File: config.mk
export PLATFORM = sky130hd
export DESIGN_NAME = rgb_window_filter
export DESIGN_NICKNAME = d
export VERILOG_FILES = /design/src/rtl/rgb_window_filter.sv
export SDC_FILE = /design/constraint.sdc
export NUM_CORES = 1
export LEC_CHECK = 0
export ABC_CLOCK_PERIOD_IN_PS = 7610
export CORE_MARGIN = 3
export CORE_UTILIZATION = 50
export CTS_BUF_LIST = sky130_fd_sc_hd__clkbuf_2
export DETAILED_ROUTE_END_ITERATION = 12
export GPL_ROUTABILITY_DRIVEN = 0
export PLACE_DENSITY = 0.78
export SLEW_MARGIN = 20
export SYNTH_ARGS = -nofsm -noshare
export SYNTH_HDL_FRONTEND = slang
export SYNTH_SLANG_ARGS = --single-unit
File: constraint.sdc
create_clock -name clk -period 7.61 [get_ports clk]
set_input_delay 1.522 -clock clk [delete_from_list [all_inputs] [get_ports clk]]
set_output_delay 1.522 -clock clk [all_outputs]
set_load 0.005 [all_outputs]
File: src/rtl/rgb_window_filter.sv
// ============================================================================
// Module      : rgb_window_filter
// Description : 3x3-window RGB filter (pass, mask, gray, blur, sharpen),
//               3-stage pipeline with valid/SOF sideband.
// Revision    : 1.0 - initial release
// ============================================================================
`default_nettype none

module rgb_window_filter #(
    parameter int CW = 4
) (
    input  logic              clk,
    input  logic              reset,
    input  logic [2:0]        mode,
    input  logic [2:0]        chan_mask,
    input  logic              in_valid,
    input  logic              in_sof,
    input  logic [27*CW-1:0]  color_data,
    output logic              out_valid,
    output logic              out_sof,
    output logic [3*CW-1:0]   filter_rgb_out,
    output logic [3*CW-1:0]   original_out
);

    localparam int PW = 3 * CW;
    localparam int RW = CW + 4;

    localparam logic [2:0] c_MODE_PASS  = 3'd0;
    localparam logic [2:0] c_MODE_MASK  = 3'd1;
    localparam logic [2:0] c_MODE_GRAY  = 3'd2;
    localparam logic [2:0] c_MODE_BLUR  = 3'd3;
    localparam logic [2:0] c_MODE_SHARP = 3'd4;

    // Pixel slots in the packed window; centre sits in the MSBs.
    localparam int c_P_C  = 8;
    localparam int c_P_L  = 7;
    localparam int c_P_R  = 6;
    localparam int c_P_U  = 5;
    localparam int c_P_D  = 4;
    localparam int c_P_UL = 3;
    localparam int c_P_UR = 2;
    localparam int c_P_DL = 1;
    localparam int c_P_DR = 0;

    // ------------------------------------------------------------------
    // Active configuration, reloaded only on a valid start-of-frame beat
    // ------------------------------------------------------------------
    logic [2:0] act_mode_q, act_mode_d;
    logic [2:0] act_mask_q, act_mask_d;
    logic       w_cfg_load;

    always_comb begin
        w_cfg_load = in_valid & in_sof;
        act_mode_d = act_mode_q;
        act_mask_d = act_mask_q;
        if (w_cfg_load) begin
            act_mode_d = mode;
            act_mask_d = chan_mask;
        end
    end

    always_ff @(posedge clk) begin
        if (!reset) begin
            act_mode_q <= c_MODE_PASS;
            act_mask_q <= 3'b111;
        end else begin
            act_mode_q <= act_mode_d;
            act_mask_q <= act_mask_d;
        end
    end

    // ------------------------------------------------------------------
    // Stage 1: capture window and the configuration that applies to it
    // ------------------------------------------------------------------
    logic                         s1_valid_q;
    logic                         s1_sof_q;
    logic [2:0]                   s1_mode_q;
    logic [2:0]                   s1_mask_q;
    logic [8:0][2:0][CW-1:0]      s1_pix_q;

    always_ff @(posedge clk) begin
        if (!reset) begin
            s1_valid_q <= 1'b0;
            s1_sof_q   <= 1'b0;
            s1_mode_q  <= c_MODE_PASS;
            s1_mask_q  <= 3'b111;
            s1_pix_q   <= '0;
        end else begin
            s1_valid_q <= in_valid;
            s1_sof_q   <= in_valid & in_sof;
            if (in_valid) begin
                s1_pix_q  <= color_data;
                s1_mode_q <= act_mode_d;
                s1_mask_q <= act_mask_d;
            end
        end
    end

    // Luma is shared by all three channels.
    logic [CW+1:0] w_gray_sum;
    logic [CW+1:0] w_gray;

    always_comb begin
        w_gray_sum = {2'b00, s1_pix_q[c_P_C][2]}
                   + {1'b0, s1_pix_q[c_P_C][1], 1'b0}
                   + {2'b00, s1_pix_q[c_P_C][0]};
        w_gray     = w_gray_sum >> 2;
    end

    // ------------------------------------------------------------------
    // Stage 2 arithmetic and stage 3 saturation, per channel (2=R,1=G,0=B)
    // ------------------------------------------------------------------
    logic [2:0][RW-1:0] w_res;
    logic [2:0][RW-1:0] s2_res_q;
    logic [2:0][CW-1:0] w_sat;

    for (genvar ch = 0; ch < 3; ch++) begin : g_chan
        logic [RW-1:0] w_cx;
        logic [RW-1:0] w_sum4;
        logic [RW-1:0] w_diag;
        logic [RW-1:0] w_blur_sum;
        logic [RW-1:0] w_blur;
        logic [RW-1:0] w_sharp;
        logic [RW-1:0] w_sel;

        always_comb begin
            w_cx       = RW'(s1_pix_q[c_P_C][ch]);
            w_sum4     = RW'(s1_pix_q[c_P_L][ch]) + RW'(s1_pix_q[c_P_R][ch])
                       + RW'(s1_pix_q[c_P_U][ch]) + RW'(s1_pix_q[c_P_D][ch]);
            w_diag     = RW'(s1_pix_q[c_P_UL][ch]) + RW'(s1_pix_q[c_P_UR][ch])
                       + RW'(s1_pix_q[c_P_DL][ch]) + RW'(s1_pix_q[c_P_DR][ch]);
            w_blur_sum = (w_cx << 2) + (w_sum4 << 1) + w_diag;
            w_blur     = w_blur_sum >> 4;
            // Two's-complement result; 5*M always fits in RW signed bits.
            w_sharp    = (w_cx << 2) + w_cx - w_sum4;

            w_sel = w_cx;
            case (s1_mode_q)
                c_MODE_MASK:  w_sel = s1_mask_q[ch] ? w_cx : '0;
                c_MODE_GRAY:  w_sel = {2'b00, w_gray};
                c_MODE_BLUR:  w_sel = w_blur;
                c_MODE_SHARP: w_sel = w_sharp;
                default:      w_sel = w_cx;
            endcase
        end

        assign w_res[ch] = w_sel;

        assign w_sat[ch] = s2_res_q[ch][RW-1]        ? '0 :
                           (|s2_res_q[ch][RW-2:CW])  ? {CW{1'b1}} :
                                                       s2_res_q[ch][CW-1:0];
    end

    // ------------------------------------------------------------------
    // Stage 2 registers
    // ------------------------------------------------------------------
    logic          s2_valid_q;
    logic          s2_sof_q;
    logic [PW-1:0] s2_centre_q;

    always_ff @(posedge clk) begin
        if (!reset) begin
            s2_valid_q  <= 1'b0;
            s2_sof_q    <= 1'b0;
            s2_res_q    <= '0;
            s2_centre_q <= '0;
        end else begin
            s2_valid_q <= s1_valid_q;
            s2_sof_q   <= s1_sof_q;
            if (s1_valid_q) begin
                s2_res_q    <= w_res;
                s2_centre_q <= s1_pix_q[c_P_C];
            end
        end
    end

    // ------------------------------------------------------------------
    // Stage 3 registers drive the outputs directly
    // ------------------------------------------------------------------
    always_ff @(posedge clk) begin
        if (!reset) begin
            out_valid      <= 1'b0;
            out_sof        <= 1'b0;
            filter_rgb_out <= '0;
            original_out   <= '0;
        end else begin
            out_valid <= s2_valid_q;
            out_sof   <= s2_sof_q;
            if (s2_valid_q) begin
                filter_rgb_out <= w_sat;
                original_out   <= s2_centre_q;
            end
        end
    end

endmodule

`default_nettype wire

==> flow_summary.toml <==
[grt]
grt_overflow_total = 0
antenna_found_initial = 1
first_global_vias = 8155
grt_pass1_wl_mm = 41.0
grt_usage_pct = 20.9
grt_max_degree = 111

[cts]
cts_max_level = 4
numClockSinks = 186
insertion_delay_ns = 0.77
holdBufCountCts = 0
cts_inserted_buffers = 17
cts_tree = "built"
cts_root_buf = "clkbuf_2"
clkSlewWorstSetupHoldPaths_ns = 0.29
cts_resized = 0
post-cts-setup-buffer-count = 0
clk_path_buf_depth = 2

[synth]
netlist_area_sq_um = 11400
synth_nets = 1437
yosys.area.top_type_share_pct = 32.6
synth_cell_types = 56
async_flop_share_pct = 0
synth-main-ff-cell = "dfxtp_1"
ys_seq_area_share_pct = 32.6
synth_edf_count = 0
synthCells = 1165
syn_area_per_cell_sq_um = 9.82
yosysTopAreaCell = "dfxtp_1"
ys_ff_latch = 186
yosys-top-cells-area = "dfxtp_1, fa_1, mux2i_1"
synth_warnings = 0

[floorplanning]
core_area_sq_um = 22200
io_pins = 144
rows = 54
die_height_um = 157
die_w_um = 157
die_area_sq_um = 24700
start_util_pct = 51.6

[sta]
finalCriticalPeriod_ns = 5.32
tightest_slew_ns = 1.01
hold_viol_final = 0
timing.final.crit_share_pct = 70.0
fin_setup_tns_ns = 0
fmax_mhz = 188
clock_skew_ns = 0.0492
slew_viol_final = 0
rsz0062_at_grt = "no"
relSlewSlack_pct = 32.7
setup_viol = 0

[drt]
wl_per_cell_um = 16.1
dr.first_iter.drc_count = 386
vias = 8290
drtAntennaViolNets = 0
drc = 0
first_pass_iters = 5
wl_mm = 25.4
via_per_inst = 5.27

[placed_design]
hpwl_mm = 19.6
port_buffers = 143
dp_cells = 1541

[flow_run]
drv_cap = 0

[worst_setup_path]
path_class = "reg -> reg"
regToRegStartpoint = "s1_pix_q[53]"
cp_max_fo = 4
critPathMostFrequentCell = "fa_1"
crit_path_end_kind = "flop"
startpoint_type = "flop"
required_ns = 8.34
rrSetupSlack_ns = 2.29
path_cells = "inv_1 > fa_1 > inv_1 > fa_1 > ha_1 > fa_1 > inv_1 > fa_1 > fa_1 > fa_1 > inv_1 > ha_1 > and2_4 > a221o_1 > or4_1 > a31oi_1 > a21o_1"
worst-endpoint-arrival_ns = 6.06
ff2ff_path_depth = 17
critPathSlowestCell = "fa_1"
slowest_delay_ns = 0.54
r2r_end = "s2_res_q[11]"

[status]
status = "complete, no violations"

[pwr]
p_sw_share_pct = 35.6
powerDensity_nw_per_um2 = 194
clock_power_share_pct = 21.7
seqPwrFrac_pct = 41.5
max-vdd-ir-drop_mv = 0.121
leakagePower_nw = 5.89
power_switching_mw = 0.923
p_comb_share_pct = 36.8
p_int_mw = 1.67

[layout]
area_growth_pct = 16.5
final_cell_mix = "dfxtp_1, nor2b_1, mux2i_1, inv_1, clkdlybuf4s50_1"
layoutNonFillerInstCount = 1574
drive_above_1_share_pct = 3.63
nNetsFinal = 1552
finish.utilization_pct = 60.2
final_common_cell = "dfxtp_1"

[min_path]
whs_path_depth = 1
min_to = "s2_sof_q"
hold_path.startpoint = "s1_sof_q"
hp-class = "reg -> reg"
==> worst max-delay path: cells and delay by family (launching register included) <==
kind            cells  cell delay [ns]
compound gates      3             0.61
fa+ha+maj           8             3.35
buf+inv             4             0.31
flops               1             0.40
simple gates        2             0.64
==> power groups by stage <==
stage               clock, mW  sequential, mW  combinational (mW)
detailed placement          0            1.09               0.951
global placement            0            1.09               0.913
floorplan                   0            1.07               0.700
global route            0.624            1.08                1.09
CTS                     0.583            1.08               0.957
finish                  0.562            1.08               0.954
==> kinds of logic after synthesis <==
| logic type | after synthesis | synth area share (%) |
|---|---|---|
| buf+inv | 202 | 6.83 |
| xor+xnor | 18 | 1.38 |
| mux | 151 | 13.2 |
| fa+ha+maj | 154 | 22.0 |
| compound gates | 139 | 8.03 |
| simple gates | 315 | 16.0 |
| flops | 186 | 32.6 |
==> cells in the mapped netlist (7+ instances only) <==
master,count
and3_1,7
nand2_1,33
and2_1,9
clkbuf_1,36
o21ai_1,15
nand2b_1,13
buf_2,18
mux2i_1,151
xnor2_1,10
nor2_1,38
nor2b_1,156
a21boi_1,10
ha_1,75
o21bai_1,7
fa_1,79
nand3_1,20
or3_1,7
a21oi_1,25
o21ai_0,23
a21o_1,15
inv_1,147
dfxtp_1,186
xor2_1,8
==> flip-flops by register name, indices dropped and copies added, names as in the netlist, 12 cells and up <==
| name | count |
|---|---|
| filter_rgb_out | 12 |
| g_chan.w_cx | 12 |
| s2_res_q | 24 |
| original_out | 12 |
| s2_centre_q | 12 |
| s1_pix_q | 96 |
==> how the worst max path moves through the flow <==
stage | slack [ns] | to | start
after floorplan | 2.54 | s2_res_q[11] | s1_pix_q[53]
after global placement | 2.42 | s2_res_q[11] | s1_pix_q[53]
after detailed placement | 2.32 | s2_res_q[11] | s1_pix_q[53]
after CTS | 2.28 | s2_res_q[11] | s1_pix_q[53]
after global routing | 2.09 | s2_res_q[11] | s1_pix_q[53]
final | 2.29 | s2_res_q[11] | s1_pix_q[53]
==> stage by stage <==
stage | power, mW | setup WS [ns] | hold slack (ns) | cell area [sq um]
floorplan | 1.77 | 2.54 | 0.412 | 11400
global placement | 2.01 | 2.42 | 0.417 | 13100
detailed placement | 2.04 | 2.32 | 0.424 | 13100
CTS | 2.62 | 2.28 | 0.453 | 13300
global route | 2.80 | 2.09 | 0.467 | 13300
finish | 2.59 | 2.29 | 0.463 | 13300
==> metal layers <==
metal / GRT usage, % / routed length [um]
met1: 28.5 / 11200
met2: 33.6 / 11700
met3: 3.90 / 1720
met4: 7.15 / 723
met5: 0 / 0
==> cell type report <==
| class | instances | area, sq um |
|---|---|---|
| clock buffer | 18 | 90.1 |
| sequential | 186 | 3720 |
| timing repair buffer | 151 | 1490 |
| inverter | 147 | 552 |
| fill | 1914 | 8830 |
| clock inverter | 14 | 186 |
| antenna | 1 | 2.50 |
| multi-input combinational | 777 | 6930 |
| tap | 280 | 350 |
Note: power is estimated with default switching activity, not from simulation.
